**src/rtl/cx_issue.sv**
```systemverilog
// cx_issue: core-side initiator issuing one custom instruction to a CX unit with bounded wait and registered response
module cx_issue #(
    parameter int TIMEOUT = 16,
    localparam int CNT_W = $clog2(TIMEOUT + 1)
) (
    input  logic        clk,
    input  logic        rst,
    input  logic        req_valid,
    output logic        req_ready,
    input  logic [9:0]  req_opcode,
    input  logic [31:0] req_rs1,
    input  logic [31:0] req_rs2,
    input  logic [4:0]  req_rd,
    output logic [9:0]  cx_opcode,
    output logic [31:0] cx_op_a,
    output logic [31:0] cx_op_b,
    input  logic [31:0] cx_result,
    input  logic        cx_result_valid,
    input  logic        cx_result_error,
    input  logic        cx_invalid_opcode,
    output logic        rsp_valid,
    input  logic        rsp_ready,
    output logic [31:0] rsp_data,
    output logic [4:0]  rsp_rd,
    output logic [1:0]  rsp_status,
    output logic        busy
);
    typedef enum logic [1:0] {IDLE, WAIT, RESP} state_t;
    state_t state, state_nx;
    logic [9:0]       op_q;
    logic [31:0]      a_q, b_q, data_q;
    logic [4:0]       rd_q;
    logic [1:0]       status_q;
    logic [CNT_W-1:0] cnt;
    logic             last;
    assign last = cnt == CNT_W'(TIMEOUT - 1);
    always_comb begin
        state_nx = state;
        if (state == IDLE && req_valid)
            state_nx = WAIT;
        else if (state == WAIT && (cx_result_valid || last))
            state_nx = RESP;
        else if (state == RESP && rsp_ready)
            state_nx = IDLE;
    end
    always_ff @(posedge clk) begin
        if (rst) begin
            state    <= IDLE;
            op_q     <= '0;
            a_q      <= '0;
            b_q      <= '0;
            rd_q     <= '0;
            cnt      <= '0;
            data_q   <= '0;
            status_q <= '0;
        end else begin
            state <= state_nx;
            if (state == IDLE && req_valid) begin
                op_q <= req_opcode;
                a_q  <= req_rs1;
                b_q  <= req_rs2;
                rd_q <= req_rd;
                cnt  <= '0;
            end
            if (state == WAIT) begin
                if (cx_result_valid) begin
                    status_q <= cx_invalid_opcode ? 2'b10 : cx_result_error ? 2'b01 : 2'b00;
                    data_q   <= cx_invalid_opcode ? '0 : cx_result;
                end else if (last) begin
                    status_q <= 2'b11;
                    data_q   <= '0;
                end else begin
                    cnt <= cnt + CNT_W'(1);
                end
            end
        end
    end
    assign req_ready  = state == IDLE;
    assign busy       = state != IDLE;
    assign rsp_valid  = state == RESP;
    assign cx_opcode  = (state == WAIT) ? op_q : '0;
    assign cx_op_a    = (state == WAIT) ? a_q : '0;
    assign cx_op_b    = (state == WAIT) ? b_q : '0;
    assign rsp_data   = data_q;
    assign rsp_rd     = rd_q;
    assign rsp_status = status_q;
endmodule
```
**config.mk**
```make
export PLATFORM = sky130hd
export DESIGN_NAME = cx_issue
export DESIGN_NICKNAME = d
export VERILOG_FILES = /design/src/rtl/cx_issue.sv
export SDC_FILE = /design/constraint.sdc
export NUM_CORES = 1
export LEC_CHECK = 0
export ABC_AREA = 1
export CORE_MARGIN = 5
export CORE_UTILIZATION = 40
export DETAILED_ROUTE_END_ITERATION = 10
export PLACE_DENSITY_LB_ADDON = 0.05
export SLEW_MARGIN = 0
export SYNTH_ARGS = -nofsm -noshare
export SYNTH_HDL_FRONTEND = slang
export SYNTH_SLANG_ARGS = --single-unit
export TNS_END_PERCENT = 1
```
**constraint.sdc**
```tcl
create_clock -name clk -period 1.8 [get_ports clk]
set_input_delay 0.18 -clock clk [delete_from_list [all_inputs] [get_ports clk]]
set_output_delay 0.18 -clock clk [all_outputs]
set_load 0.01 [all_outputs]
```
==> results of run 1 <==
[cells in the mapped netlist, drive strengths merged]
cell / instances
nand4: 3
nand2: 82
a21oi: 81
nand3b: 1
a31oi: 1
buf: 34
nand3: 38
dfxtp: 120
inv: 89
o21ai: 82
clkinv: 1
ha: 1
nor2: 156
clkbuf: 15
[worst min-delay path: cells and delay by family]
family                 cells  cell delay (ns)
AOI/OAI and AO/OA          2             0.19
buffers and inverters      1             0.39
[layout by cell type, fill, tap and decap left out, drive strengths merged]
master         instances
nand2                 82
nand3                 38
a31oi                  1
nor2                 156
buf                   13
dfxtp                120
dlymetal6s2s           1
o21ai                 82
a21oi                 81
nand4                  3
clkdlybuf4s50        158
clkinv                 5
clkbuf                24
ha                     1
clkdlybuf4s15         20
inv                   90
nand3b                 1
dlygate4sd2           54
[sequential cells by signal, summed over array words and instances (netlist names)]
| name | count |
|---|---|
| op_q | 10 |
| rsp_data | 32 |
| b_q | 32 |
| rsp_rd | 5 |
| rsp_status | 2 |
| a_q | 32 |
| state | 2 |
| cnt | 5 |
[per-layer routing]
metal | vias to the layer above | part of all wire, % | wire length (microns) | global-route usage [%]
li1 | 2641 | - | - | -
met1 | 2237 | 43 | 6410 | 24.0
met2 | 171 | 46 | 6890 | 32.2
met3 | 23 | 8.2 | 1210 | 7.32
met4 | 0 | 2.1 | 307 | 8.26
met5 | - | 0 | 0 | 0
[where the power goes]
part / internal (W) / switching (W)
clock: 0.00182 / 0.00108
sequential: 0.00289 / 0.0000790
combinational: 0.000676 / 0.000684
[worst min path at each step]
stage | start | to | slack [ns]
floorplan | rst | cnt[1] | 0.25
global placement | b_q[11] | b_q[11] | 0.44
detailed placement | op_q[1] | op_q[1] | 0.44
CTS | req_rs1[20] | a_q[20] | 0.38
global route | req_rs2[14] | b_q[14] | 0.39
finish | req_rs1[20] | a_q[20] | 0.40
[final cells by class]
| type | count | area [sq um] |
|---|---|---|
| clock inverter | 5 | 25.0 |
| sequential | 120 | 2400 |
| timing repair buffer | 247 | 2500 |
| tap | 168 | 210 |
| multi-input combinational | 445 | 1970 |
| fill | 1119 | 4130 |
| clock buffer | 23 | 478 |
| inverter | 90 | 338 |
[what timing repair did]
action                                 CTS  global route
setup endpoints to repair               76            53
endpoints found under the hold margin    0             0
pin swaps                                0             0
cloned                                   0             1
resized for setup                       77            23
[through the flow]
step | instances | utilization, %
after floorplan | 704 | -
after global placement | 1069 | 61.8
after detailed placement | 1069 | 61.8
after CTS | 1097 | 65.3
after global routing | 1098 | 65.8
final | 1098 | 65.8
[cell families (layout without fill, tap and decap cells)]
| family | Yosys count | in the layout |
|---|---|---|
| adder cells (fa/ha/maj) | 1 | 1 |
| flip-flops | 120 | 120 |
| buffers and inverters | 139 | 365 |
| AO/OA/AOI/OAI | 164 | 164 |
| AND/OR/NAND/NOR | 280 | 280 |
==> impl_results.md, run 1 <==
* Synth Area in Adders at less than 1%
* Tmin final at between 1.5 and 2 ns
* Hold Path Stages at 3
* First-pass GRT wire length at approximately 24000 microns
* Placer Congestion at 0.777
* Synth area leaders: dfxtp_1, nor2_1, o21ai_0, a21oi_1, inv_1
* Post-layout power at 0.00723 W
* Area growth, synth to finish at 60.5%
* Antenna Violating Nets Remaining at 0
* Number of CTS-inserted buffers at 17
* RSZ-0062 raised after global routing: yes
* Skew-Pair Late Insertion Delay at slightly above 0.4 ns
* Fmax at ~570 MHz
* Drt wl/cell at 13.5 microns
* Clock-pin slew on the worst setup and hold paths at 0.05 ns
* Dpl ws at approximately 0.19 ns
* HPWL Detailed at approximately 11000 microns
* Yosys top cell by area: dfxtp_1
* Largest net degree at the start of global routing at 64
* WS Path Type: reg2out
* WP data arrival at 1.58 ns
* Flop2flop setup slack at 0.25 ns
* Worst-margin pin slew at about 0.4 ns
* CP peak stage delay at a little under 0.6 ns
* Post-CTS Setup Bufs at 0
* Root Driver: clkbuf_16
* H-tree levels at 4
* Post-Syn Nets at ~800
* Die footprint at 14700 sq um
* Crit Reg-Reg Endpoint: rsp_data[6]
* Req. time, crit path at 1.62 ns
* Ys Warns at 0
* Fin. Hold Viols at 0
* CP endpoint kind: primary output
* Fin. max-slew vios at 0
* CP startpoint: state[0]
* Worst setup path end: req_ready
* Starting DRT DRC Count at around 340
* Setup crit start kind: register
* MaxCap Viol Count at 0
* Cts hold-fix bufs at 0
* PwrDens at between 900 and 1000 nW/um^2
* Reg2Reg Depth at 8
* Core ar. at ~12000 sq um
* Multiplexer share of the synthesized area at 0%
* IO buf count at ~230
* Cell Rows at 40
* Synth Instances at 704
* Crit-path leading delay family: buffers and inverters
* Longest Clk Path Bufs at 2
* Final instance area at ~7900 sq um
* # nets final at between 1000 and 1500
* Die height at around 120 microns
* # clock sinks at 120
* WL final at between 10000 and 15000 microns
* Min Hold Slack at between 0.3 and 0.4 ns
* Via density per instance at ~4.6
* DR pass1 iterations at 4
* Top Ports at between 200 and 250
* WP buf/inv at 1
* Vias at 5072
* Synth Area per Inst at between 7 and 8 sq um
* Ant. Diodes at 0
* Setup-failing EPs final at 0
* Leakage at between 3 and 4 nW
* Worst-path maximum fanout at 5
* Gr usage total at around a fifth
* Share of cells above drive strength 1 at roughly 5.4%
* Initial antenna violation count at 0
* Hold Path Class: in2reg
* Post-Synth XOR/XNOR Area at 0%
* Part of the cycle the worst path needs at between 90% and 100%
* Synth Area in Compound Gates at 16.6%
* Worst clock skew at 0.00829 ns
* Post-synthesis sequential area ratio at just under 50%
* Register bit total from synthesis at 120
* Chip width at ~120 microns
* Final worst slack at 0.0390 ns
* R2R Path Start: cnt[0]
* Number of cells on the critical path at 2
* Area share of the largest cell type after synthesis at between 40 and 50%
* Largest family of logic cells by synthesized area: simple AND/OR/NAND/NOR gates
* CTS tree: done
* Slew HR at about 73%
* Critical-path cell list: nor2_2 > clkdlybuf4s50_1
* Unique masters post-synth at 19
* Worst VDD drop at between 0.5 and 0.6 mV
* Post-Synth Simple-Gate Area at between 20% and 30%
* Area of the mapped netlist at 4940 sq um
* Vias in the first global route at around 5000
* Starting Density at a little over 40%
* Residual DRC at 0
* Total negative slack at 0 ns
* Outcome: completed
* Grt ovf at 0
* Placed Area at 7460 sq um
* Worst path slowest cell: clkdlybuf4s50_1
No activity file was read; power rests on OpenSTA's default activity.
==> run 2: changes to the inputs <==
--- a/config.mk
+++ b/config.mk
@@ -6,10 +6,13 @@
 export NUM_CORES = 1
 export LEC_CHECK = 0
 export ABC_AREA = 1
+export CORE_ASPECT_RATIO = 1.4
 export CORE_MARGIN = 5
 export CORE_UTILIZATION = 40
+export CTS_CLUSTER_SIZE = 40
 export DETAILED_ROUTE_END_ITERATION = 10
 export PLACE_DENSITY_LB_ADDON = 0.05
+export REMOVE_ABC_BUFFERS = 1
 export SLEW_MARGIN = 0
 export SYNTH_ARGS = -nofsm -noshare
 export SYNTH_HDL_FRONTEND = slang
==> impl_results.md, run 2 (same netlist as run 1, synthesis figures left out) <==
* Outcome: completed
* Placed Area at 7440 sq um
* CP endpoint kind: primary output
* Final instance area at roughly 8000 sq um
* Routed wl met2 at roughly 7400 microns
* First-pass GRT wire length at around 24000 microns
* WP buf/inv at 1
* Largest net degree at the start of global routing at 63
* Fmax at slightly below 600 MHz
* Vias in the first global route at between 4000 and 5000
* Worst setup path end: req_ready
* WL final at 14900 microns
* Chip width at between 100 and 150 microns
* Cell Rows at 48
* RSZ-0062 raised after global routing: no
* Top Ports at approximately 230
* Dpl ws at ~0.14 ns
* Setup crit start kind: register
* Crit Reg-Reg Endpoint: rsp_data[10]
* # nets final at approximately 1000
* Worst-path maximum fanout at 5
* Number of CTS-inserted buffers at 17
* Req. time, crit path at 1.62 ns
* Via density per instance at approximately 4.7
* Leakage at 3.52 nW
* Clock-pin slew on the worst setup and hold paths at ~0.05 ns
* Metal-1 WL at 6070 microns
* Slew HR at 71.8%
* WS Path Type: reg2out
* Met3 wire len at between 1000 and 1500 microns
* Initial antenna violation count at 0
* WP data arrival at approximately 1.6 ns
* Number of cells on the critical path at 2
* PwrDens at between 900 and 1000 nW/um^2
* Core ar. at 12300 sq um
* Flop2flop setup slack at 0.24 ns
* Final std cells w/o fill at roughly 1100
* Root Driver: clkbuf_16
* Longest Clk Path Bufs at 2
* CP startpoint: state[0]
* Grt ovf at 0
* Most frequent cells in the layout: clkdlybuf4s50_1, nor2_1, dfxtp_1
* Reg2Reg Depth at 8
* Vias at just over 5000
* Final worst slack at about 0.072 ns
* Antenna Violating Nets Remaining at 0
* DR pass1 iterations at 5
* HPWL Detailed at 10700 microns
* Final Core Density at between 60 and 70%
* Post-CTS Setup Bufs at 0
* Part of the cycle the worst path needs at between 90% and 100%
* Ant. Diodes at 0
* Hold Path Stages at 3
* Placer Congestion at 0.784
* IO buf count at 233
* Share of cells above drive strength 1 at under 10%
* Setup-failing EPs final at 0
* Worst-margin pin slew at roughly 0.42 ns
* Worst VDD drop at 0.621 mV
* Die footprint at roughly 15000 sq um
* Starting DRT DRC Count at roughly 170
* CP peak stage delay at approximately 0.58 ns
* Gr usage total at around a fifth
* Hold Path Class: in2reg
* Area growth, synth to finish at 61.3%
* Cts hold-fix bufs at 0
* Fin. max-slew vios at 0
* Skew-Pair Late Insertion Delay at about 0.41 ns
* Top sig layer: met4
* Commonest non-fill, non-tap cell in the layout: clkdlybuf4s50_1
* H-tree levels at 4
* Tmin final at around 1.7 ns
* Crit-path leading delay family: buffers and inverters
* Residual DRC at 0
* Worst path slowest cell: clkdlybuf4s50_1
* Drt wl/cell at 13.8 microns
* # clock sinks at 120
* Die height at ~140 microns
* MaxCap Viol Count at 0
* Critical-path cell list: nor2_2 > clkdlybuf4s50_1
* Worst clock skew at between 0.008 and 0.009 ns
* CTS tree: done
* R2R Path Start: cnt[0]
* Starting Density at around two fifths
* Fin. Hold Viols at 0
* Placed cells at 1050
run 2: cell types whose count changed in the layout (fill, tap and decap cells not counted):
cell / delta
buf_12: +1
clkinvlp_4: +1
dlygate4sd2_1: +15
dlymetal6s2s_1: -1
clkbuf_2: +3
bufinv_16: +3
clkdlybuf4s50_1: +1
buf_4: -2
clkbuf_1: -1
clkdlybuf4s15_1: -18
run 2: area by class of cell:
class                           instances  area (sq um)
Tap cell                              150           188
Clock inverter                          9           123
Timing Repair Buffer                  246          2470
Sequential cell                       120          2400
Multi-Input combinational cell        445          1970
Clock buffer                           22           474
Inverter                               90           338
Fill cell                            1145          4280
run 2: through the flow:
stage | power (W) | setup TNS (ns) | hold slack [ns]
5_1_grt | 0.00808 | 0 | 0.389
3_3_place_gp | 0.00439 | 0 | 0.439
6_report | 0.00770 | 0 | 0.395
4_1_cts | 0.00778 | 0 | 0.377
3_5_place_dp | 0.00442 | 0 | 0.444
2_1_floorplan | 0.00364 | -62.69 | 0.249
run 2: how the worst min path moves through the flow:
stage,slack [ns],start,end
after floorplan,0.25,rst,cnt[1]
after global placement,0.44,a_q[7],a_q[7]
after detailed placement,0.44,b_q[21],b_q[21]
after CTS,0.38,req_rd[1],rsp_rd[1]
after global routing,0.39,req_rs2[9],b_q[9]
final,0.40,req_rd[1],rsp_rd[1]
run 2: timing repair:
item | CTS | global route
resized for setup | 77 | 10
setup endpoints to repair | 76 | 49
cloned | 0 | 1
pin swaps | 0 | 0
run 2: routing by layer:
| metal | up-vias | track usage [%] |
|---|---|---|
| met5 | - | 0 |
| met4 | 0 | 8.12 |
| met3 | 27 | 8.06 |
| met2 | 188 | 33.9 |
| met1 | 2281 | 22.1 |
| li1 | 2634 | - |
run 2: power breakdown:
part	internal (W)	leakage [nW]	switching (W)
Clock	0.00226	0.296	0.00111
Sequential	0.00289	0.990	0.0000795
Combinational	0.000673	2.24	0.000683
run 2: tightest hold or removal path: stages:
cell	delay (ns)
clkdlybuf4s50_1	0.39
o21ai_0	0.15
nor2_1	0.04
==> run 3: changes to the inputs <==
--- a/config.mk
+++ b/config.mk
@@ -9,6 +9,7 @@
 export CORE_ASPECT_RATIO = 1.4
 export CORE_MARGIN = 5
 export CORE_UTILIZATION = 40
+export CTS_BUF_LIST = sky130_fd_sc_hd__clkbuf_8
 export CTS_CLUSTER_SIZE = 40
 export DETAILED_ROUTE_END_ITERATION = 10
 export PLACE_DENSITY_LB_ADDON = 0.05
==> impl_results.md, run 3 (same netlist as run 1, synthesis figures left out) <==
* Outcome: completed
* Ant. Diodes at 0
* Worst-margin pin slew at 0.411 ns
* WP data arrival at 1.58 ns
* Worst VDD drop at roughly 0.50 mV
* Share of cells above drive strength 1 at between 7 and 8%
* Final Core Density at 63.1%
* Chip width at just over 100 microns
* Via density per instance at around 4.7
* CTS tree: done
* Min Hold Slack at around 0.37 ns
* Largest net degree at the start of global routing at 63
* Slew HR at between 70% and 80%
* Setup crit start kind: register
* H-tree levels at 4
* Placer Congestion at 0.784
* Dpl ws at 0.141 ns
* Part of the cycle the worst path needs at between 90 and 100%
* Longest Clk Path Bufs at 2
* IO buf count at between 200 and 250
* Placed Area at between 7000 and 8000 sq um
* RSZ-0062 raised after global routing: yes
* Commonest non-fill, non-tap cell in the layout: clkdlybuf4s50_1
* Starting DRT DRC Count at approximately 180
* Initial antenna violation count at 0
* Number of CTS-inserted buffers at 17
* Vias in the first global route at a little under 5000
* Fin. max-slew vios at 0
* Clock-pin slew on the worst setup and hold paths at 0.07 ns
* Total negative slack at 0 ns
* Worst clock skew at 0.00771 ns
* Setup-failing EPs final at 0
* Leakage at 3.38 nW
* DR pass1 iterations at 5
* Die height at about 140 microns
* Residual DRC at 0
* Tmin final at roughly 1.8 ns
* Top Ports at between 200 and 250
* CP endpoint kind: primary output
* Starting Density at slightly above 40%
* Hold Path Class: in2reg
* WL final at 14800 microns
* Drt wl/cell at approximately 14 microns
* PwrDens at approximately 880 nW/um^2
* Most frequent cells in the layout: clkdlybuf4s50_1, nor2_1, dfxtp_1
* Final instance area at approximately 7700 sq um
* Hold Path Stages at 3
* Skew-Pair Late Insertion Delay at ~0.43 ns
* Reg2Reg Depth at 8
* Worst Hold Launch: req_rd[1]
* WS Path Type: reg2out
* Root Driver: clkbuf_8
* Fmax at around 570 MHz
* # nets final at around 1000
* Area growth, synth to finish at 56.3%
* Core ar. at 12300 sq um
* # clock sinks at 120
* Antenna Violating Nets Remaining at 0
* HPWL Detailed at between 10000 and 15000 microns
* Final worst slack at around 0.044 ns
* Die footprint at approximately 15000 sq um
* MaxCap Viol Count at 0
* Grt ovf at 0
* First-pass GRT wire length at approximately 24000 microns
* Crit Reg-Reg Endpoint: rsp_data[10]
* Vias at roughly 5100
* Worst-path maximum fanout at 5
* Cell Rows at between 40 and 50
* Fin. Hold Viols at 0
* Hold Path Sink: rsp_rd[1]
* R2R Path Start: cnt[0]
* Flop2flop setup slack at around 0.22 ns
* Gr usage total at ~20%
* Req. time, crit path at about 1.6 ns
run 3: per-layer routing:
metal	GRT usage, %	wire length, microns	vias up
met5	0	0	-
met1	21.9	5970	2270
li1	-	-	2637
met2	33.5	7180	203
met4	7.84	346	0
met3	7.65	1270	26
run 3: where the power goes:
part | switching, W | internal [W]
Sequential | 0.0000788 | 0.00289
Combinational | 0.000681 | 0.000669
Clock | 0.00101 | 0.00145
Total | 0.00177 | 0.00501
run 3: worst max-delay path, stage by stage (launching register included):
cell             delay [ns]
dfxtp_2                0.36
nor2_2                 0.22
clkdlybuf4s50_1        0.58
run 3: cell type report:
cell class / count / area [sq um]
sequential: 120 / 2400
timing repair buffer: 246 / 2420
clock inverter: 11 / 130
tap: 150 / 188
fill: 1165 / 4520
clock buffer: 20 / 275
multi-input combinational: 445 / 1970
inverter: 90 / 338
run 3: repair_timing:
item / 4_1_cts / 5_1_grt
resized for setup: 89 / 30
setup buffers: 0 / 0
gates cloned: 0 / 1
pin swaps: 0 / 0
hold buffers: 0 / 0
setup endpoints to repair: 76 / 75
run 3: worst max-delay path by stage:
stage                   from  depth (start not counted)  slack (ns)           end
floorplan           state[1]                          6       -0.67        cnt[0]
global placement    state[1]                          5        0.15  cx_opcode[3]
global route        state[0]                          2       -0.03     req_ready
finish              state[0]                          2        0.04     req_ready
detailed placement  state[1]                          5        0.14  cx_opcode[3]
CTS                 state[1]                          5       -0.02  cx_opcode[3]
run 3: stage by stage:
stage / power [W] / cells
after global placement: 0.00439 / 1050
after global routing: 0.00714 / 1082
after detailed placement: 0.00442 / 1050
after floorplan: 0.00364 / 655
final: 0.00678 / 1082
after CTS: 0.00685 / 1081
